==> config.mk <==
export PLATFORM = sky130hd
export DESIGN_NAME = byte_unstriping
export DESIGN_NICKNAME = d
export VERILOG_FILES = /design/src/rtl/byte_unstriping.sv
export SDC_FILE = /design/constraint.sdc
export NUM_CORES = 1
export LEC_CHECK = 0
export BUFFER_PORTS_ARGS = -buffer_cell sky130_fd_sc_hd__buf_2
export CORE_MARGIN = 1
export CORE_UTILIZATION = 50
export DETAILED_ROUTE_END_ITERATION = 12
export PLACE_DENSITY = 0.7
export SLEW_MARGIN = 25
export SYNTH_ARGS = -nofsm -noshare
export SYNTH_HDL_FRONTEND = slang
export SYNTH_SLANG_ARGS = --single-unit
export TNS_END_PERCENT = 5
==> constraint.sdc <==
create_clock -name byteUnstripingCLK -period 2.5 [get_ports byteUnstripingCLK]
set_input_delay 0.125 -clock byteUnstripingCLK [delete_from_list [all_inputs] [get_ports byteUnstripingCLK]]
set_output_delay 0.125 -clock byteUnstripingCLK [all_outputs]
set_load 0.02 [all_outputs]
==> src/rtl/byte_unstriping.sv <==
// Reassembles bytes from a 4-lane nibble stream (low nibble first) and queues them
// in a small first-word-fall-through FIFO with overflow detection and a byte counter.
module byte_unstriping #(
  parameter int unsigned FIFO_DEPTH = 4
) (
  input  logic       byteUnstripingCLK,
  input  logic       byteUnstripingRST,
  input  logic       stripedLane0,
  input  logic       stripedLane1,
  input  logic       stripedLane2,
  input  logic       stripedLane3,
  input  logic       stripedVLD,
  input  logic       stripedSYNC,
  input  logic       byteUnstripingRDY,
  output logic [7:0] byteUnstripingOUT,
  output logic       byteUnstripingVLD,
  output logic       fifoFull,
  output logic       overflowERR,
  output logic [7:0] byteCount
);

  localparam int unsigned AW = $clog2(FIFO_DEPTH);
  localparam logic [AW:0] DepthCnt = (AW + 1)'(FIFO_DEPTH);

  typedef enum logic [0:0] {PhLo, PhHi} phase_e;

  phase_e          phase_q, phase_d;
  logic [3:0]      nibble_q, nibble_d;
  logic [3:0]      lanes;
  logic            complete;

  logic [7:0]      mem_q [FIFO_DEPTH];
  logic [AW-1:0]   wr_ptr_q, rd_ptr_q;
  logic [AW:0]     count_q;
  logic            ovf_q;
  logic [7:0]      byte_cnt_q;
  logic            full, not_empty, push, pop, ovf_set;

  assign lanes = {stripedLane3, stripedLane2, stripedLane1, stripedLane0};

  // A SYNC beat always restarts the byte, discarding any pending low nibble.
  always_comb begin
    phase_d  = phase_q;
    nibble_d = nibble_q;
    complete = 1'b0;
    if (stripedVLD) begin
      if (phase_q == PhLo || stripedSYNC) begin
        nibble_d = lanes;
        phase_d  = PhHi;
      end else begin
        complete = 1'b1;
        phase_d  = PhLo;
      end
    end
  end

  always_ff @(posedge byteUnstripingCLK) begin
    if (byteUnstripingRST) begin
      phase_q  <= PhLo;
      nibble_q <= 4'h0;
    end else begin
      phase_q  <= phase_d;
      nibble_q <= nibble_d;
    end
  end

  always_comb begin
    not_empty = (count_q != '0);
    full      = (count_q == DepthCnt);
    pop       = not_empty && byteUnstripingRDY;
    // A same-cycle pop frees the slot the completing byte needs.
    push      = complete && (!full || pop);
    ovf_set   = complete && full && !pop;
  end

  always_ff @(posedge byteUnstripingCLK) begin
    if (!byteUnstripingRST && push) begin
      mem_q[wr_ptr_q] <= {lanes, nibble_q};
    end
  end

  always_ff @(posedge byteUnstripingCLK) begin
    if (byteUnstripingRST) begin
      wr_ptr_q   <= '0;
      rd_ptr_q   <= '0;
      count_q    <= '0;
      ovf_q      <= 1'b0;
      byte_cnt_q <= 8'h00;
    end else begin
      if (push) begin
        wr_ptr_q   <= wr_ptr_q + AW'(1);
        byte_cnt_q <= byte_cnt_q + 8'd1;
      end
      if (pop) begin
        rd_ptr_q <= rd_ptr_q + AW'(1);
      end
      if (push && !pop) begin
        count_q <= count_q + (AW + 1)'(1);
      end else if (pop && !push) begin
        count_q <= count_q - (AW + 1)'(1);
      end
      if (ovf_set) begin
        ovf_q <= 1'b1;
      end
    end
  end

  assign byteUnstripingVLD = not_empty;
  assign byteUnstripingOUT = not_empty ? mem_q[rd_ptr_q] : 8'h00;
  assign fifoFull          = full;
  assign overflowERR       = ovf_q;
  assign byteCount         = byte_cnt_q;

endmodule

==> flow_summary.json, run 1 <==
{
  "vdd_ir_drop_max_mv": 0.516,
  "clock_share_of_power_pct": 19.6,
  "clockRootBuffer": "sky130_fd_sc_hd__clkbuf_8",
  "cts-root-to-sink-buffers": 2,
  "worst_clock_skew_ps": 7.63,
  "combPwrFrac_pct": 30.6,
  "track_usage_pct": 17.6,
  "worst_hold_path.num_cells": 1,
  "proportion_of_register_bits_with_asynchronous_set_or_reset_after_synthesis_pct": 0,
  "drt_drc_violations_left": 0,
  "timing.critical_path.fanout_max": 8,
  "post-place-cells": 248,
  "worstPathBufferInverterCount": 1,
  "cts_resized": 0,
  "post_cts.repair.setup_buffers": 0,
  "cp_data_required_time_ps": 2730,
  "synth_flop_cell": "sky130_fd_sc_hd__edfxtp_1",
  "worst_r2r_endpoint": "count_q[2]$_SDFFE_PP0P_",
  "power.density_cell_area_nw_per_um2": 861,
  "worst_setup_path_end_kind": "flip-flop",
  "min-delay-start": "stripedLane3",
  "cts_buffers": 5,
  "setup_viol": 0,
  "p_switching_uw": 748,
  "antenna_found_initial": 0,
  "detailroute.via_count": 1427,
  "detailedPlacementHpwl_um": 2870,
  "r2r_cells": 7,
  "maxClockFrequency_mhz": 444,
  "yosys_register_bits": 55,
  "place.gp.congestion": 0.694,
  "viasPerCell": 5.60,
  "period_minus_slack_ps": 2250,
  "power_leakage_nw": 0.966,
  "die_h_um": 70.9,
  "drt-wirelength-per-cell_um": 15.5,
  "initial_core_util_pct": 53.1,
  "std_cell_rows": 24,
  "synth_enable_flop_cells": 32,
  "grt_max_degree": 29,
  "share_seq_of_total_power_pct": 49.8,
  "worst_ep_arrival_time_ps": 2480,
  "layoutNonFillerInstCount": 255,
  "postSynthNetCount": 191,
  "layout_cell_share_with_drive_strength_beyond_1_pct": 25.6,
  "clk_latency_ps": 300,
  "intPower_mw": 1.51,
  "finalWorstSetupSlack_ps": 249,
  "slew_headroom_pct": 64.7,
  "clock_sink_count": 55,
  "power.total_mw": 2.26,
  "ys_warn_count": 0,
  "clk_pin_slew_worst_paths_ps": 90,
  "cts_htree_levels": 2,
  "finalMaxSlewViolations": 0,
  "cts_stage_hold_buffer_count": 0,
  "hold_end": "mem_q[2][7]$_DFFE_PP_",
  "r2r_setup_slack_ps": 250,
  "die_w_um": 70.9,
  "antennaDiodeCount": 0,
  "drt.antenna.violating_nets": 0,
  "die_area_um2": 5030,
  "yosys.cell_types.count": 38,
  "place.port_buffers": 27,
  "synth_cells": 175,
  "grt.overflow.total": 0,
  "grt_first_pass_wirelength_um": 6630,
  "sw_frac_of_total_pct": 33.1,
  "first_global_vias": 1378,
  "worstPathCellList": "o31ai_1, ha_1, inv_1, fa_1, xor2_1, or3_1, a21oi_1",
  "synth_cell_area_um2": 2380,
  "hold_viol": 0,
  "worst_path_max_delay_cell": "sky130_fd_sc_hd__o31ai_1",
  "r2r_start": "count_q[0]$_SDFFE_PP0P_",
  "worst-slew-pin-transition_ps": 529,
  "cpPeakStageDelay_ps": 430,
  "cts_tree": "done",
  "worstSetupStartpointType": "flip-flop",
  "layout_worst_path_cycle_share_pct": 90.0,
  "timing.setup.tns_ps": 0,
  "rsz0062_at_grt": "no",
  "area_delta_synth_final_pct": 10.5,
  "placeableCoreArea_um2": 4470,
  "floorplan.io_pins": 28,
  "finalNetCount": 219,
  "post_route_wl_um": 3940,
  "cap_viol_max_count": 0,
  "first_iter_violations": 45,
  "preCtsSetupSlack_ps": 260,
  "family_with_the_most_delay_on_the_worst_path": "adder cells",
  "result_of_the_run": "completed",
  "critPathKind": "reg2reg",
  "final_common_cell": "sky130_fd_sc_hd__edfxtp_1",
  "ys_seq_area_share_pct": 59.8,
  "commonest_non_fill_non_tap_cells_in_the_layout": "sky130_fd_sc_hd__edfxtp_1, sky130_fd_sc_hd__buf_2, sky130_fd_sc_hd__dfxtp_1",
  "detailedRoute.firstPassIterationCount": 6,
  "avgSynthCellArea_um2": 13.6,
  "hold_class": "in2reg"
}
==> registers in the layout, indices dropped and copies added, names as in the netlist, named ones only <==
signal / flops
wr_ptr_q: 2
byteCount: 8
count_q: 3
rd_ptr_q: 2
phase_q: 1
overflowERR: 1
mem_q: 32
nibble_q: 4
==> through the flow <==
step           hold slack, ps  utilization, %  area (um^2)
2_1_floorplan             224               -         2380
3_3_place_gp              355            56.9         2550
3_5_place_dp              360            56.9         2550
4_1_cts                  36.4            58.7         2630
5_1_grt                  52.6            58.7         2630
6_report                 43.1            58.7         2630
==> worst reg2reg max path: cells and delay by family (launching register included) <==
kind                     cells  cell delay, ps
adder cells (fa/ha/maj)      2             650
buffers and inverters        1              60
AND/OR/NAND/NOR              1             320
XOR/XNOR                     1             160
AO/OA/AOI/OAI                2             570
flip-flops                   1             420
==> synth_stat cells (2+ instances only) <==
library cell	n	area share, %
sky130_fd_sc_hd__mux2_2	4	1.9
sky130_fd_sc_hd__o21ai_0	9	1.9
sky130_fd_sc_hd__nand3b_1	5	1.6
sky130_fd_sc_hd__mux4_2	8	7.6
sky130_fd_sc_hd__nor2_1	13	2.1
sky130_fd_sc_hd__nand2_1	2	0.32
sky130_fd_sc_hd__o31ai_1	2	0.63
sky130_fd_sc_hd__nor2b_1	14	3.7
sky130_fd_sc_hd__edfxtp_1	32	40
sky130_fd_sc_hd__and2_1	4	1.1
sky130_fd_sc_hd__nor3_1	3	0.63
sky130_fd_sc_hd__a21oi_1	11	2.3
sky130_fd_sc_hd__inv_1	5	0.79
sky130_fd_sc_hd__buf_2	2	0.42
sky130_fd_sc_hd__nand3_1	5	1.1
sky130_fd_sc_hd__clkbuf_1	3	0.47
sky130_fd_sc_hd__ha_1	6	3.2
sky130_fd_sc_hd__xor2_1	4	1.5
sky130_fd_sc_hd__dfxtp_1	23	19
sky130_fd_sc_hd__or3_1	2	0.53
==> worst max path at each step <==
stage                                        from                       to  slack [ps]  depth (start not counted)
after CTS                 count_q[0]$_SDFFE_PP0P_  count_q[2]$_SDFFE_PP0P_         230                          7
after floorplan           count_q[0]$_SDFFE_PP0P_  count_q[2]$_SDFFE_PP0P_         440                          9
after detailed placement  count_q[0]$_SDFFE_PP0P_  count_q[2]$_SDFFE_PP0P_         260                          7
after global routing      count_q[0]$_SDFFE_PP0P_  count_q[2]$_SDFFE_PP0P_         150                          7
final                     count_q[0]$_SDFFE_PP0P_  count_q[2]$_SDFFE_PP0P_         250                          7
after global placement    count_q[0]$_SDFFE_PP0P_  count_q[2]$_SDFFE_PP0P_         440                          7
==> power by group through the flow <==
stage | registers, mW | logic, mW | clock network [mW]
floorplan | 1.09 | 0.536 | 0
global placement | 1.14 | 0.676 | 0
detailed placement | 1.15 | 0.700 | 0
CTS | 1.13 | 0.704 | 0.457
global route | 1.14 | 0.755 | 0.489
finish | 1.13 | 0.692 | 0.442
==> cell families (layout without fill, tap and decap cells) <==
| logic type | count (synthesis) | count (layout) | share of synthesized area [%] |
|---|---|---|---|
| AND/OR/NAND/NOR | 59 | 59 | 16.3 |
| flip-flops | 55 | 55 | 59.8 |
| AO/OA/AOI/OAI | 23 | 23 | 5.21 |
| multiplexers | 14 | 14 | 10.5 |
| buffers and inverters | 13 | 41 | 2.63 |
| adder cells (fa/ha/maj) | 7 | 7 | 4.00 |
| XOR/XNOR | 4 | 4 | 1.47 |
==> routing by layer <==
layer  track usage (%)  part of all wire, %  vias up
li1                  -                    -      702
met1              20.1                   42      691
met2              31.8                   53       27
met3              3.56                  3.3        7
met4              8.00                  1.5        0
met5                 0                    0        -
==> area by class of cell <==
cell class | instances | area, um^2
flip-flops and latches | 55 | 1420
clock buffers | 5 | 68.8
multi-input cells | 107 | 892
repair buffers | 29 | 150
fillers | 371 | 1850
well taps | 52 | 65.1
clock inverters | 2 | 8.76
inverters | 5 | 18.8
Note: power is estimated with default switching activity, not from simulation.
==> run 2, diff against run 1 <==
==> constraint.sdc (replaced) <==
create_clock -name byteUnstripingCLK -period 2.5 [get_ports byteUnstripingCLK]
set_input_delay 0 -clock byteUnstripingCLK [delete_from_list [all_inputs] [get_ports byteUnstripingCLK]]
set_output_delay 0 -clock byteUnstripingCLK [all_outputs]
set_load 0.02 [all_outputs]
==> flow_summary.json, run 2 (synthesis gave the netlist of run 1 again) <==
{
  "clk_pin_slew_worst_paths_ps": 90,
  "die_area_um2": 5030,
  "cp_data_required_time_ps": 2720,
  "layout_worst_path_cycle_share_pct": 91.6,
  "critPathKind": "reg2reg",
  "cts_buffers": 5,
  "worstPathBufferInverterCount": 1,
  "grt_max_degree": 29,
  "final_common_cell": "sky130_fd_sc_hd__edfxtp_1",
  "family_with_the_most_delay_on_the_worst_path": "adder cells",
  "power_leakage_nw": 0.987,
  "finalNetCount": 223,
  "drt-wirelength-per-cell_um": 15.6,
  "route.met3.wl_um": 152,
  "antenna_found_initial": 0,
  "hold_class": "in2reg",
  "min-delay-start": "stripedVLD",
  "preCtsSetupSlack_ps": 246,
  "first_global_vias": 1418,
  "layout.filler_cells": 370,
  "floorplan.io_pins": 28,
  "worst-slew-pin-transition_ps": 552,
  "grt_first_pass_wirelength_um": 6750,
  "detailedRoute.firstPassIterationCount": 6,
  "startpoint": "count_q[0]$_SDFFE_PP0P_",
  "drt_drc_violations_left": 0,
  "finalMaxSlewViolations": 0,
  "cap_viol_max_count": 0,
  "met1Wirelength_um": 1820,
  "cts_resized": 0,
  "result_of_the_run": "completed",
  "detailedPlacementHpwl_um": 2830,
  "grt.overflow.total": 0,
  "antennaDiodeCount": 0,
  "timing.setup.tns_ps": 0,
  "post_route_wl_um": 4040,
  "maxClockFrequency_mhz": 437,
  "place.port_buffers": 27,
  "worstPathCellList": "o31ai_1, ha_1, inv_1, fa_1, xor2_1, or3_1, a21oi_1",
  "die_w_um": 70.9,
  "cts_tree": "done",
  "r2r_start": "count_q[0]$_SDFFE_PP0P_",
  "setup_viol": 0,
  "clockRootBuffer": "sky130_fd_sc_hd__clkbuf_8",
  "layout_cell_share_with_drive_strength_beyond_1_pct": 25.1,
  "power.density_cell_area_nw_per_um2": 854,
  "worstSetupStartpointType": "flip-flop",
  "max_ffs_per_register": 32,
  "final.hold.worst_slack_ps": 44.5,
  "largest-register": "mem_q",
  "clk_latency_ps": 300,
  "vdd_ir_drop_max_mv": 0.477,
  "slew_headroom_pct": 63.2,
  "routed_met2_length_um": 2000,
  "drt.antenna.violating_nets": 0,
  "cts-root-to-sink-buffers": 2,
  "worst_clock_skew_ps": 7.52,
  "track_usage_pct": 17.8,
  "viasPerCell": 5.66,
  "hold_viol": 0,
  "period_minus_slack_ps": 2290,
  "cts_htree_levels": 2,
  "place.gp.congestion": 0.721,
  "detailroute.via_count": 1465,
  "cpPeakStageDelay_ps": 450,
  "placeableCoreArea_um2": 4470,
  "worst_setup_path_end_kind": "flip-flop",
  "top_layer_used": "met4",
  "first_iter_violations": 92,
  "worst_ep_arrival_time_ps": 2510,
  "worst_path_max_delay_cell": "sky130_fd_sc_hd__o31ai_1",
  "commonest_non_fill_non_tap_cells_in_the_layout": "sky130_fd_sc_hd__edfxtp_1, sky130_fd_sc_hd__buf_2, sky130_fd_sc_hd__dfxtp_1",
  "std_cell_rows": 24,
  "die_h_um": 70.9,
  "area_delta_synth_final_pct": 12.2,
  "timing.critical_path.fanout_max": 8,
  "initial_core_util_pct": 53.1,
  "rsz0062_at_grt": "no",
  "finalWorstSetupSlack_ps": 211,
  "clock_sink_count": 55
}
## run 2: changes by cell type in the layout (fill, tap and decap cells not counted), sizes merged
| cell | before | now |
|---|---|---|
| clkinv | 1 | 2 |
| clkinvlp | 1 | 0 |
| dlygate4sd3 | 0 | 4 |
## run 2: path summary, 6_finish.rpt
path / endpoint / slack [ps] / cells past startpoint
setup / recovery: count_q[2]$_SDFFE_PP0P_ / 210 / 7
setup reg to reg: count_q[2]$_SDFFE_PP0P_ / 210 / 7
hold reg to reg: mem_q[0][2]$_DFFE_PP_ / 510 / 0
hold / removal: phase_q$_SDFFE_PP0P_ / 40 / 3
## run 2: what timing repair did
| action | CTS | global route |
|---|---|---|
| setup buffers | 0 | 0 |
| hold endpoints to repair | 19 | 0 |
| hold buffers | 4 | 0 |
## run 2: worst register-to-register path, delay by kind of cell, from the launching register on
family	cells	cell delay, ps
fa+ha+maj	2	640
compound gates	2	600
flops	1	420
simple gates	1	320
xor+xnor	1	170
buf+inv	1	60
## run 2: metrics by stage
stage	cells	total power, mW	area (um^2)	util [%]
after global placement	248	1.82	2550	56.9
after CTS	259	2.30	2670	59.6
after detailed placement	248	1.85	2550	56.9
after global routing	259	2.40	2670	59.6
after floorplan	175	1.63	2380	-
final	259	2.28	2670	59.6
## run 2: cell type report
cell class                      instances  area (um^2)  area share, %
Timing Repair Buffer                   33          190           7.14
Multi-Input combinational cell        107          892           33.5
Tap cell                               52         65.1           2.44
Clock inverter                          2         8.76          0.329
Sequential cell                        55         1420           53.3
Clock buffer                            5         68.8           2.58
Inverter                                5         18.8          0.704
## run 2: report_power, final
part | switching, mW | internal [mW] | leakage, nW
clock network | 0.260 | 0.187 | 0.0414
registers | 0.119 | 1.01 | 0.478
logic | 0.381 | 0.317 | 0.467
## run 2: metal layers
metal,vias up,GRT usage [%]
li1,706,-
met1,712,21.8
met2,37,30.8
met3,10,4.56
met4,0,5.78
met5,-,0
==> run 3, diff against run 2 <==
--- a/config.mk
+++ b/config.mk
@@ -7,11 +7,11 @@
 export LEC_CHECK = 0
 export BUFFER_PORTS_ARGS = -buffer_cell sky130_fd_sc_hd__buf_2
 export CORE_MARGIN = 1
-export CORE_UTILIZATION = 50
+export CORE_UTILIZATION = 33
+export CTS_BUF_LIST = sky130_fd_sc_hd__clkbuf_4 sky130_fd_sc_hd__clkbuf_8
 export DETAILED_ROUTE_END_ITERATION = 12
-export PLACE_DENSITY = 0.7
 export SLEW_MARGIN = 25
 export SYNTH_ARGS = -nofsm -noshare
 export SYNTH_HDL_FRONTEND = slang
 export SYNTH_SLANG_ARGS = --single-unit
-export TNS_END_PERCENT = 5
+export TNS_END_PERCENT = 20
==> flow_summary.json, run 3 (synthesis gave the netlist of run 1 again) <==
{
  "worstSetupStartpointType": "flip-flop",
  "finalNetCount": 223,
  "cts_htree_levels": 2,
  "timing.critical_path.fanout_max": 8,
  "final_util_pct": 39.8,
  "family_with_the_most_delay_on_the_worst_path": "adder cells",
  "period_minus_slack_ps": 2170,
  "detailroute.via_count": 1403,
  "area_delta_synth_final_pct": 15.2,
  "combPwrFrac_pct": 29.6,
  "max_ffs_per_register": 32,
  "grt.overflow.total": 0,
  "min-delay-start": "stripedVLD",
  "die_h_um": 86.9,
  "layout.filler_cells": 674,
  "post_cts.repair.setup_buffers": 0,
  "std_cell_rows": 30,
  "hold_viol": 0,
  "rsz0062_at_grt": "no",
  "routed_met2_length_um": 1870,
  "post-place-cells": 292,
  "sw_frac_of_total_pct": 33.3,
  "initial_core_util_pct": 34.6,
  "power.density_cell_area_nw_per_um2": 845,
  "grt_max_degree": 29,
  "intPower_mw": 1.54,
  "setup_viol": 0,
  "worst_r2r_endpoint": "count_q[2]$_SDFFE_PP0P_",
  "worstPathBufferInverterCount": 1,
  "worst-slew-pin-transition_ps": 546,
  "timing.setup.tns_ps": 0,
  "worst_setup_path_end_kind": "flip-flop",
  "drt_drc_violations_left": 0,
  "worst_hold_path.num_cells": 3,
  "hold_end": "nibble_q[0]$_SDFFE_PP0P_",
  "post_route_wl_um": 4060,
  "clk_pin_slew_worst_paths_ps": 100,
  "layout_cell_share_with_drive_strength_beyond_1_pct": 26.0,
  "power_leakage_nw": 0.994,
  "r2r_start": "count_q[0]$_SDFFE_PP0P_",
  "worst_ep_arrival_time_ps": 2410,
  "detailedRoute.firstPassIterationCount": 4,
  "detailedPlacementHpwl_um": 2800,
  "drt.antenna.violating_nets": 0,
  "first_iter_violations": 76,
  "worst_path_max_delay_cell": "sky130_fd_sc_hd__dfxtp_1",
  "clockRootBuffer": "sky130_fd_sc_hd__clkbuf_8",
  "drt-wirelength-per-cell_um": 13.4,
  "antennaDiodeCount": 0,
  "largest-register": "mem_q",
  "hold_class": "in2reg",
  "final.hold.worst_slack_ps": 44.0,
  "placeableCoreArea_um2": 6870,
  "layout_worst_path_cycle_share_pct": 86.9,
  "met1Wirelength_um": 2020,
  "clk_latency_ps": 300,
  "cts_tree": "done",
  "cts_buffers": 5,
  "preCtsSetupSlack_ps": 303,
  "die_w_um": 86.9,
  "worstPathCellList": "o31ai_1, ha_1, inv_1, fa_1, xor2_1, or3_1, a21oi_1",
  "finalMaxSlewViolations": 0,
  "finalWorstSetupSlack_ps": 327,
  "cpPeakStageDelay_ps": 430,
  "viasPerCell": 4.62,
  "place.port_buffers": 27,
  "clock_sink_count": 55,
  "final_common_cell": "sky130_fd_sc_hd__edfxtp_1",
  "route.met3.wl_um": 116,
  "track_usage_pct": 11.7,
  "r2r_setup_slack_ps": 330,
  "first_global_vias": 1347,
  "maxClockFrequency_mhz": 460,
  "vdd_ir_drop_max_mv": 0.298,
  "p_switching_uw": 769,
  "result_of_the_run": "completed",
  "grt_first_pass_wirelength_um": 6670,
  "antenna_found_initial": 0,
  "top_layer_used": "met4",
  "place.gp.congestion": 0.711,
  "cp_data_required_time_ps": 2730,
  "cap_viol_max_count": 0,
  "layoutNonFillerInstCount": 304,
  "slew_headroom_pct": 63.6,
  "share_seq_of_total_power_pct": 48.7,
  "cts-root-to-sink-buffers": 2,
  "r2r_cells": 7,
  "die_area_um2": 7540,
  "worst_clock_skew_ps": 6.91,
  "floorplan.io_pins": 28,
  "clock_share_of_power_pct": 21.6,
  "commonest_non_fill_non_tap_cells_in_the_layout": "sky130_fd_sc_hd__edfxtp_1, sky130_fd_sc_hd__buf_2, sky130_fd_sc_hd__dfxtp_1",
  "critPathKind": "reg2reg"
}
==> run 3: cell count changes in the layout (fill, tap and decap cells not counted), sizes merged <==
cell    change
clkbuf      +1
==> run 3: worst max-delay path by stage <==
stage | from | to | slack, ps | cells after the start
2_1_floorplan | count_q[0]$_SDFFE_PP0P_ | count_q[2]$_SDFFE_PP0P_ | 440 | 9
4_1_cts | count_q[0]$_SDFFE_PP0P_ | count_q[2]$_SDFFE_PP0P_ | 280 | 7
6_report | count_q[0]$_SDFFE_PP0P_ | count_q[2]$_SDFFE_PP0P_ | 330 | 7
5_1_grt | count_q[0]$_SDFFE_PP0P_ | count_q[2]$_SDFFE_PP0P_ | 180 | 7
3_3_place_gp | count_q[0]$_SDFFE_PP0P_ | count_q[2]$_SDFFE_PP0P_ | 390 | 7
3_5_place_dp | count_q[0]$_SDFFE_PP0P_ | count_q[2]$_SDFFE_PP0P_ | 300 | 7
==> run 3: metal layers <==
metal,track usage (%),vias up
li1,-,715
met1,14.7,655
met2,19.8,26
met3,2.56,7
met4,4.39,0
met5,0,-
==> run 3: layout make-up <==
cell class | count | area [um^2] | area share, %
clock buffer | 6 | 76.3 | 2.79
clock inverter | 2 | 17.5 | 0.640
inverter | 5 | 18.8 | 0.686
multi-input combinational | 107 | 892 | 32.6
sequential | 55 | 1420 | 51.9
tap | 96 | 120 | 4.39
timing repair buffer | 33 | 190 | 6.95
==> run 3: tightest hold or removal path, delay by kind of cell <==
family | cells | cell delay (ps)
buffers and inverters | 1 | 150
AND/OR/NAND/NOR | 1 | 100
AO/OA/AOI/OAI | 1 | 50
==> run 3: timing repair <==
item / CTS / global route
hold buffers: 4 / 0
endpoints found under the hold margin: 18 / 0
endpoints found under the setup margin: 0 / 0
resized for setup: 0 / 0
==> run 3: through the flow <==
| step | power (mW) | instance area (um^2) |
|---|---|---|
| floorplan | 1.63 | 2380 |
| global placement | 1.83 | 2600 |
| detailed placement | 1.85 | 2600 |
| CTS | 2.35 | 2740 |
| global route | 2.48 | 2740 |
| finish | 2.31 | 2740 |
==> run 3: power groups by stage <==
| stage | logic [mW] | clock network [mW] | registers, mW |
|---|---|---|---|
| 2_1_floorplan | 0.536 | 0 | 1.09 |
| 3_3_place_gp | 0.682 | 0 | 1.15 |
| 3_5_place_dp | 0.692 | 0 | 1.15 |
| 4_1_cts | 0.699 | 0.522 | 1.13 |
| 5_1_grt | 0.769 | 0.561 | 1.15 |
| 6_report | 0.685 | 0.500 | 1.13 |
